$ cat src/rtl/dilated_tap_mac.sv
// dilated_tap_mac: four-tap fixed-point dot product with a bias term.
// One signed multiplier is time-shared over four cycles. The result is
// rounded half toward +infinity and saturated to W bits.
//
// Handshake rules (both ports): a transfer happens on a rising clk edge
// where valid and ready are both high. in_ready is high only in IDLE, so
// in_valid is ignored at all other times. out_valid is high only in OUT.
// While out_valid=1 and out_ready=0, out does not change.
module dilated_tap_mac #(
  parameter int W    = 16,
  parameter int FRAC = 12
) (
  input  logic                clk,
  input  logic                rst,
  input  logic                in_valid,
  output logic                in_ready,
  input  logic signed [W-1:0] x_0,
  input  logic signed [W-1:0] x_1,
  input  logic signed [W-1:0] x_2,
  input  logic signed [W-1:0] x_3,
  input  logic signed [W-1:0] w_0,
  input  logic signed [W-1:0] w_1,
  input  logic signed [W-1:0] w_2,
  input  logic signed [W-1:0] w_3,
  input  logic signed [W-1:0] bias,
  output logic                out_valid,
  input  logic                out_ready,
  output logic signed [W-1:0] out,
  output logic [1:0]          o_dbg_state
);

  // The accumulator holds the bias and four full products with headroom,
  // so no intermediate sum can overflow.
  localparam int AW = 2 * W + 3;

  localparam logic [1:0] S_IDLE = 2'd0;
  localparam logic [1:0] S_MAC  = 2'd1;
  localparam logic [1:0] S_OUT  = 2'd2;

  // The constants below are one bit wider than the accumulator, so adding
  // the rounding constant cannot wrap.
  localparam logic signed [AW:0] HALF = (AW + 1)'(1) << (FRAC - 1);
  localparam logic signed [AW:0] MAXV = {{(AW + 2 - W){1'b0}}, {(W - 1){1'b1}}};
  localparam logic signed [AW:0] MINV = {{(AW + 2 - W){1'b1}}, {(W - 1){1'b0}}};

  logic [1:0]          r_state;
  logic signed [W-1:0] r_x [4];
  logic signed [W-1:0] r_w [4];
  logic signed [AW-1:0] r_acc;
  logic [1:0]          r_idx;
  logic signed [W-1:0] r_out;

  logic signed [2*W-1:0] w_xe;
  logic signed [2*W-1:0] w_we;
  logic signed [2*W-1:0] w_prod;
  logic signed [AW-1:0]  w_acc_next;
  logic signed [AW:0]    w_rnd;
  logic signed [AW:0]    w_shift;
  logic signed [W-1:0]   w_sat;

  // Datapath: product of the current tap pair, the running sum, and the
  // round-and-saturate step applied to that sum.
  always_comb begin
    w_xe       = {{W{r_x[r_idx][W-1]}}, r_x[r_idx]};
    w_we       = {{W{r_w[r_idx][W-1]}}, r_w[r_idx]};
    w_prod     = w_xe * w_we;
    w_acc_next = r_acc + {{(AW - 2 * W){w_prod[2*W-1]}}, w_prod};
    w_rnd      = {w_acc_next[AW-1], w_acc_next} + HALF;
    w_shift    = w_rnd >>> FRAC;
    if (w_shift > MAXV) begin
      w_sat = {1'b0, {(W - 1){1'b1}}};
    end else if (w_shift < MINV) begin
      w_sat = {1'b1, {(W - 1){1'b0}}};
    end else begin
      w_sat = w_shift[W-1:0];
    end
  end

  // Control FSM: capture in IDLE, four accumulate cycles in MAC, hold the result in OUT.
  always_ff @(posedge clk or negedge rst) begin
    if (!rst) begin
      r_state <= S_IDLE;
      r_acc   <= '0;
      r_idx   <= '0;
      r_out   <= '0;
      for (int i = 0; i < 4; i++) begin
        r_x[i] <= '0;
        r_w[i] <= '0;
      end
    end else begin
      case (r_state)
        S_IDLE: begin
          if (in_valid) begin
            r_x[0] <= x_0;
            r_x[1] <= x_1;
            r_x[2] <= x_2;
            r_x[3] <= x_3;
            r_w[0] <= w_0;
            r_w[1] <= w_1;
            r_w[2] <= w_2;
            r_w[3] <= w_3;
            r_acc  <= {{(AW - W - FRAC){bias[W-1]}}, bias, {FRAC{1'b0}}};
            r_idx  <= '0;
            r_state <= S_MAC;
          end
        end
        S_MAC: begin
          r_acc <= w_acc_next;
          r_idx <= r_idx + 2'd1;
          if (r_idx == 2'd3) begin
            r_out   <= w_sat;
            r_state <= S_OUT;
          end
        end
        S_OUT: begin
          if (out_ready) begin
            r_state <= S_IDLE;
          end
        end
        default: r_state <= S_IDLE;
      endcase
    end
  end

  // Handshake outputs decode from state. in_ready is also gated by reset
  // so that it reads low while reset is held.
  always_comb begin
    in_ready    = (r_state == S_IDLE) && rst;
    out_valid   = (r_state == S_OUT);
    out         = r_out;
    o_dbg_state = r_state;
  end

endmodule
$ cat config.mk
export PLATFORM = sky130hd
export DESIGN_NAME = dilated_tap_mac
export DESIGN_NICKNAME = d
export VERILOG_FILES = /design/src/rtl/dilated_tap_mac.sv
export SDC_FILE = /design/constraint.sdc
export NUM_CORES = 1
export LEC_CHECK = 0
export BUFFER_PORTS_ARGS = -buffer_cell sky130_fd_sc_hd__buf_2
export CORE_UTILIZATION = 62
export DETAILED_ROUTE_END_ITERATION = 12
export GPL_ROUTABILITY_DRIVEN = 0
export PLACE_DENSITY = 0.82
export SLEW_MARGIN = 40
export SYNTH_ARGS = -nofsm -noshare
export SYNTH_HDL_FRONTEND = slang
export SYNTH_SLANG_ARGS = --single-unit
$ cat constraint.sdc
create_clock -name clk -period 12.4 [get_ports clk]
set_clock_uncertainty 0.05 [all_clocks]
set_input_delay 1.24 -clock clk [delete_from_list [all_inputs] [get_ports clk]]
set_output_delay 1.24 -clock clk [all_outputs]
set_load 0.02 [all_outputs]
======== Word level (Yosys, flattened, before mapping) ========
Index checks and enable logic that the tools add are counted.
operators by class
  add/subtract/negate cells ............... 3
  $mul .................................... 1
  order comparisons ....................... 3
  equal/unequal tests ..................... 6
  multiplexer cells ....................... 16
  bitwise logic cells ..................... 1
  reductions and logical operators ........ 7
operators with widths
  kind                                                                               number
  16-bit two-way mux                                                                 6
  35-bit one-hot mux with 2 select lines                                             1
  16-bit binary-select mux with 2-bit select                                         2
  35-bit by 13-bit adder with 36-bit output, second input constant                   1
  35-bit adder                                                                       1
  35-bit two-way mux                                                                 1
  16-bit by 16-bit multiplier with 32-bit output                                     1
  24-bit by 16-bit greater-than comparator with 1-bit output, second input constant  1
  24-bit by 16-bit < comparator with 1-bit output, second input constant             1
  2-bit two-way mux                                                                  4
  2-bit one-hot mux with 3 select lines                                              1
  2-bit AND reduction                                                                3
  2-bit == test, second input constant                                               2
  2-bit inequality test, second input constant                                       2
  2-bit one-hot mux with 2 select lines                                              1
  3-bit greater-or-equal comparator, second input constant                           1
  2-bit inverter with 3-bit output                                                   1
  3-bit AND reduction                                                                1
  2-bit by 1-bit adder with 2-bit output, second input constant                      1
  2-bit by 1-bit == test with 1-bit output, second input constant                    1
  2-bit logical NOT                                                                  1
  2-bit by 1-bit inequality test with 1-bit output, second input constant            1
  2-bit nonzero test                                                                 1
  1-bit logical AND                                                                  1
word-level totals
  register bits after elaboration ......... 183
  input bits .............................. 148
  output and inout port bits .............. 20
  word-level logic and storage cells ...... 49

======== Depth between registers and ports, before layout ========
  depth after elaboration ................. 10
  depth in mapped cells ................... 48
  gate-level depth less buffers ........... 43

======== Worst setup path before layout ========
OpenSTA, ideal clock, no wires.
  path kind ............................... register -> register
  start ................................... reg r_idx[0]
  end ..................................... reg r_out[10] (netlist: out[10])
  library setup time ...................... 127 ps
  arrival ................................. 10604 ps
  data required time ...................... 12223 ps
  slack ................................... 1619 ps
  cell stages (with the launch flop) ...... 42
  path buffers ............................ 5
  clock period less this slack ............ 10781 ps
  cell sequence ........................... dfrtp_1 -> clkbuf_1 -> clkbuf_1 -> mux2i_1 -> nand2_1 -> o21ai_0 -> clkbuf_1 -> nor2_1 -> fa_1 -> inv_1 -> fa_1 -> fa_1 -> inv_1 -> fa_1 -> fa_1 -> inv_1 -> fa_1 -> inv_1 -> (+6 left out) -> o31ai_1 -> xor2_1 -> ha_1 -> clkbuf_1 -> nand2_1 -> o21ai_0 -> mux2i_1 -> o31ai_1 -> a211oi_2 -> and4bb_2 -> nand3b_1 -> nor3_2 -> mux2_2 -> nor4b_1 -> a211o_1 -> a21oi_4 -> buf_6 -> a221o_2
on the way
  word-level cells in the longest chain between the ends .. 10
  elaborated cells between the ends (all ways) .. 16
  those cells by class .................... add/sub (2); mul (1); order compare (2); eq/ne (1); mux (8); bitwise (1); reduce/logical (1)
RTL lines
  element                                                               RTL line  RTL
  start: declaration                                                    50        logic [1:0] r_idx;
  start signal: assignment                                              109       r_idx <= r_idx + 2'd1;
  2-bit inverter with 3-bit output (not written as such)                64, 65
  16-bit binary-select mux with 2-bit select, on equally long branches  64, 65
  16-bit two-way mux, on equally long branches (2 in series)            64, 65
  16-bit by 16-bit multiplier with 32-bit output                        66        w_prod = w_xe * w_we;
  35-bit adder                                                          67        w_acc_next = r_acc + {{(AW - 2 * W){w_prod[2*W-1]}}, w_prod};
  35-bit by 13-bit adder with 36-bit output                             68        w_rnd = {w_acc_next[AW-1], w_acc_next} + HALF;
  24-bit by 16-bit < comparator with 1-bit output                       72        end else if (w_shift < MINV) begin
  16-bit two-way mux                                                    72
  16-bit two-way mux                                                    70        if (w_shift > MAXV) begin
  end signal: assignment                                                111       r_out <= w_sat;
  end: declaration                                                      51        logic signed [W-1:0] r_out;
Several ways; a longest one is shown, not always the timed one. The select of a mux whose other input is x is not followed.
A chain may end at the register's enable or synchronous reset.

======== Worst setup path after layout ========
  start ................................... reg r_idx[0]
  end ..................................... reg r_out[6] (netlist: out[6])
Same word-level chain as after synthesis.

==> flow_results.xml <==
<?xml version="1.0" encoding="UTF-8"?>
<metrics>
  <group name="die">
    <metric name="effective_utilization_at_floorplan" unit="">0.635</metric>
    <metric name="area_enclosed_by_the_die_boundary" unit="mm2">0.0332</metric>
    <metric name="die-width" unit="um">182</metric>
    <metric name="rows" unit="">65</metric>
    <metric name="chipHeight" unit="um">182</metric>
    <metric name="placeableCoreArea" unit="mm2">0.0317</metric>
    <metric name="io-pin-count" unit="">168</metric>
  </group>
  <group name="sta">
    <metric name="relSlewSlack" unit="">0.449</metric>
    <metric name="number_of_hold_violations_in_the_final_report" unit="">0</metric>
    <metric name="tightestPinTransition" unit="ps">827</metric>
    <metric name="setup-violations-final" unit="">0</metric>
    <metric name="timing.setup.tns" unit="ps">0</metric>
    <metric name="finalCritPeriodShare" unit="">0.939</metric>
    <metric name="grt_setup_unrepaired" unit="">false</metric>
    <metric name="slew_viol_final" unit="">0</metric>
    <metric name="final_period_minus_worst_setup_slack" unit="ps">11650</metric>
    <metric name="max_freq" unit="MHz">85.8</metric>
  </group>
  <group name="synth">
    <metric name="yosys_warnings" unit="">0</metric>
    <metric name="cell_area_after_technology_mapping" unit="mm2">0.0201</metric>
    <metric name="async_reset_ff_frac" unit="">1.00</metric>
    <metric name="synthesis.nets" unit="">2584</metric>
    <metric name="syn-instance-count" unit="">2052</metric>
    <metric name="synth.distinct_cells" unit="">75</metric>
    <metric name="synth-seq-cells" unit="">183</metric>
    <metric name="ys_dominant_reg_cell" unit="">dfrtp_1</metric>
    <metric name="synth_enable_flop_cells" unit="">0</metric>
    <metric name="postSynthAreaPerCell" unit="um2">9.81</metric>
    <metric name="synth.yosys.seq_area_share" unit="">0.227</metric>
  </group>
  <group name="clock_tree">
    <metric name="cts_setup_buffers" unit="">0</metric>
    <metric name="clkSinkCount" unit="">183</metric>
    <metric name="cts-root-to-sink-buffers" unit="">2</metric>
    <metric name="ctsHoldBuffers" unit="">0</metric>
    <metric name="cts-root-buf" unit="">clkbuf_16</metric>
    <metric name="cts_tree" unit="">yes</metric>
    <metric name="cts_made_buffers" unit="">17</metric>
    <metric name="clock_latency_of_the_later_clocked_register_in_the_worst_skew_pair" unit="ps">460</metric>
    <metric name="cts_htree_levels" unit="">4</metric>
    <metric name="post_cts_resize_count" unit="">0</metric>
    <metric name="clock_pin_transition_on_the_worst_setup_and_hold_timing_paths" unit="ps">80</metric>
  </group>
  <group name="critical_path">
    <metric name="critical_path.top_delay_family" unit="">adder cells</metric>
    <metric name="timing.reg2reg.worst_path_depth" unit="">37</metric>
    <metric name="start_kind" unit="">flip-flop</metric>
    <metric name="crit_path_buffers_inverters" unit="">6</metric>
    <metric name="r2r-end" unit="">out[6]</metric>
    <metric name="critical_path.slowest_cell" unit="">dfrtp_2</metric>
    <metric name="arrival_time_at_the_worst_endpoint" unit="ps">11930</metric>
    <metric name="r2r_start" unit="">r_idx[0]</metric>
    <metric name="cell_with_the_most_instances_on_the_worst_path" unit="">fa_1</metric>
    <metric name="slowest_delay" unit="ps">710</metric>
    <metric name="setup.worst_path.end_class" unit="">flip-flop</metric>
    <metric name="rrSetupSlack" unit="ps">750</metric>
    <metric name="critPathMaxFanout" unit="">41</metric>
    <metric name="required" unit="ps">12680</metric>
    <metric name="category_of_the_critical_setup_timing_path" unit="">flip-flop to flip-flop</metric>
  </group>
  <group name="detailed_routing">
    <metric name="detail-route-antenna-nets" unit="">0</metric>
    <metric name="routed-via-count" unit="">15900</metric>
    <metric name="post-route-drc-count" unit="">0</metric>
    <metric name="drt_wl_total" unit="mm">53.6</metric>
    <metric name="wl_per_cell" unit="um">20.6</metric>
    <metric name="avgViaCountPerCell" unit="">6.12</metric>
    <metric name="drt_iter0_markers" unit="">1374</metric>
    <metric name="detail_route.first_pass.iterations" unit="">8</metric>
  </group>
  <group name="placed_design">
    <metric name="dp.cells" unit="">2568</metric>
    <metric name="placement.io_buffers" unit="">167</metric>
    <metric name="detailedPlacementHpwl" unit="mm">41.1</metric>
  </group>
  <group name="hold_path">
    <metric name="hold_path_class" unit="">flip-flop to flip-flop</metric>
    <metric name="worstHoldPathCells" unit="">1</metric>
    <metric name="worst_hold_path.endpoint" unit="">r_w[27]</metric>
    <metric name="holdCritStartpoint" unit="">r_w[27]</metric>
  </group>
  <group name="job">
    <metric name="max_cap_violations" unit="">0</metric>
  </group>
  <group name="global_route">
    <metric name="grt_total_usage" unit="">0.337</metric>
    <metric name="grt_pass1_vias" unit="">16500</metric>
    <metric name="grt_overflow_total" unit="">0</metric>
    <metric name="antenna_found_initial" unit="">2</metric>
    <metric name="grt_start_max_net_pins" unit="">160</metric>
    <metric name="grt_pass1_wl" unit="mm">86.2</metric>
  </group>
  <group name="layout">
    <metric name="final_nets" unit="">2717</metric>
    <metric name="final_util" unit="">0.694</metric>
    <metric name="final_cells" unit="">2601</metric>
    <metric name="growth_of_design_area_from_synthesis_to_finish" unit="%">9.37</metric>
    <metric name="drive_above_1_share" unit="">0.194</metric>
  </group>
  <group name="status">
    <metric name="status" unit="">finished, final reports clean</metric>
  </group>
</metrics>
[worst max path at each step]
stage               slack [ps]     start  cells after the start       to
CTS                        960  r_idx[0]                     37   out[6]
global placement          1190  r_idx[0]                     35   out[8]
global route               300  r_idx[0]                     37   out[6]
detailed placement        1060  r_idx[0]                     37   out[6]
finish                     750  r_idx[0]                     37   out[6]
floorplan                 1620  r_idx[0]                     41  out[10]
[metal layers]
| metal | track usage | vias up | part of all wire |
|---|---|---|---|
| met5 | 0 | - | 0.00019 |
| met4 | 0.156 | 2 | 0.045 |
| met3 | 0.0814 | 181 | 0.10 |
| met2 | 0.535 | 844 | 0.47 |
| met1 | 0.440 | 7953 | 0.38 |
| li1 | - | 6933 | - |
[state kept, by name (all words and copies together), names as in the netlist]
| name | cells |
|---|---|
| r_w | 64 |
| r_x | 64 |
| r_acc | 35 |
| out | 16 |
| o_dbg_state | 2 |
| r_idx | 2 |
[cell type report]
cell class                 count  area, um2
inverter                     335       1260
fill                        2342       9700
tap                          402        503
clock inverter                15        176
multi-input combinational   1455      14000
timing repair buffer         193       1070
antenna                        1       2.50
clock buffer                  17        425
sequential                   183       4580
[synth_stat cells (all sizes together), types with 16 or more instances]
| cell | n | area, um2 |
|---|---|---|
| fa | 263 | 5270 |
| nor2 | 148 | 556 |
| nand3 | 16 | 80.1 |
| a21oi | 56 | 295 |
| xnor2 | 48 | 420 |
| a21o | 29 | 218 |
| ha | 121 | 1510 |
| mux2 | 153 | 1720 |
| clkbuf | 68 | 255 |
| a221o | 21 | 223 |
| mux2i | 27 | 270 |
| nand2 | 212 | 796 |
| o21ai | 77 | 393 |
| inv | 335 | 1260 |
| and2 | 40 | 250 |
| o21a | 24 | 180 |
| xor2 | 27 | 236 |
| dfrtp | 183 | 4580 |
[logic make-up after synthesis]
kind of cell / after synthesis / synth area share
AOI/OAI and AO/OA: 294 / 0.0993
xor gates and xnor gates: 75 / 0.0326
adders and majority gates: 384 / 0.337
buffers and inverters: 414 / 0.0778
DFF: 183 / 0.227
muxes: 189 / 0.109
and+or+nand+nor: 513 / 0.117
[worst register-to-register path: cells and delay by family (launching register included)]
kind | cells | cell delay [ps]
mux | 3 | 1060
xor+xnor | 1 | 160
fa+ha+maj | 8 | 3940
simple gates | 7 | 1760
compound gates | 12 | 3020
flops | 1 | 710
buf+inv | 6 | 840
[cell usage in the layout, fill, tap and decap left out, types with 9 or more instances in the layout]
| cell | instances |
|---|---|
| inv_1 | 335 |
| fa_1 | 263 |
| nand2_1 | 212 |
| dfrtp_1 | 181 |
| buf_2 | 166 |
| mux2_2 | 153 |
| nor2_1 | 148 |
| ha_1 | 121 |
| o21ai_0 | 59 |
| a21oi_1 | 54 |
| xnor2_1 | 48 |
| and2_1 | 40 |
| a21o_1 | 29 |
| mux2i_1 | 27 |
| xor2_1 | 27 |
| o21a_1 | 24 |
| buf_4 | 22 |
| clkbuf_16 | 17 |
| nand3_1 | 16 |
| o21ai_1 | 15 |
| a22oi_1 | 15 |
| nor2b_1 | 13 |
| nand2b_1 | 12 |
| nor3_1 | 12 |
| a211oi_1 | 11 |
| a221o_1 | 11 |
| o22ai_1 | 10 |
| a221o_2 | 10 |
| mux4_2 | 9 |
| or3_1 | 9 |
[metrics by stage]
step	area [um2]	worst slack, ps	hold WS, ps
finish	22000	751	456
global route	22000	297	465
CTS	22000	961	459
detailed placement	21400	1060	442
global placement	21400	1190	434
floorplan	20100	1620	419
Power is not shown: default switching activity piles up to over one toggle a cycle in this logic, so the estimate is an artifact.
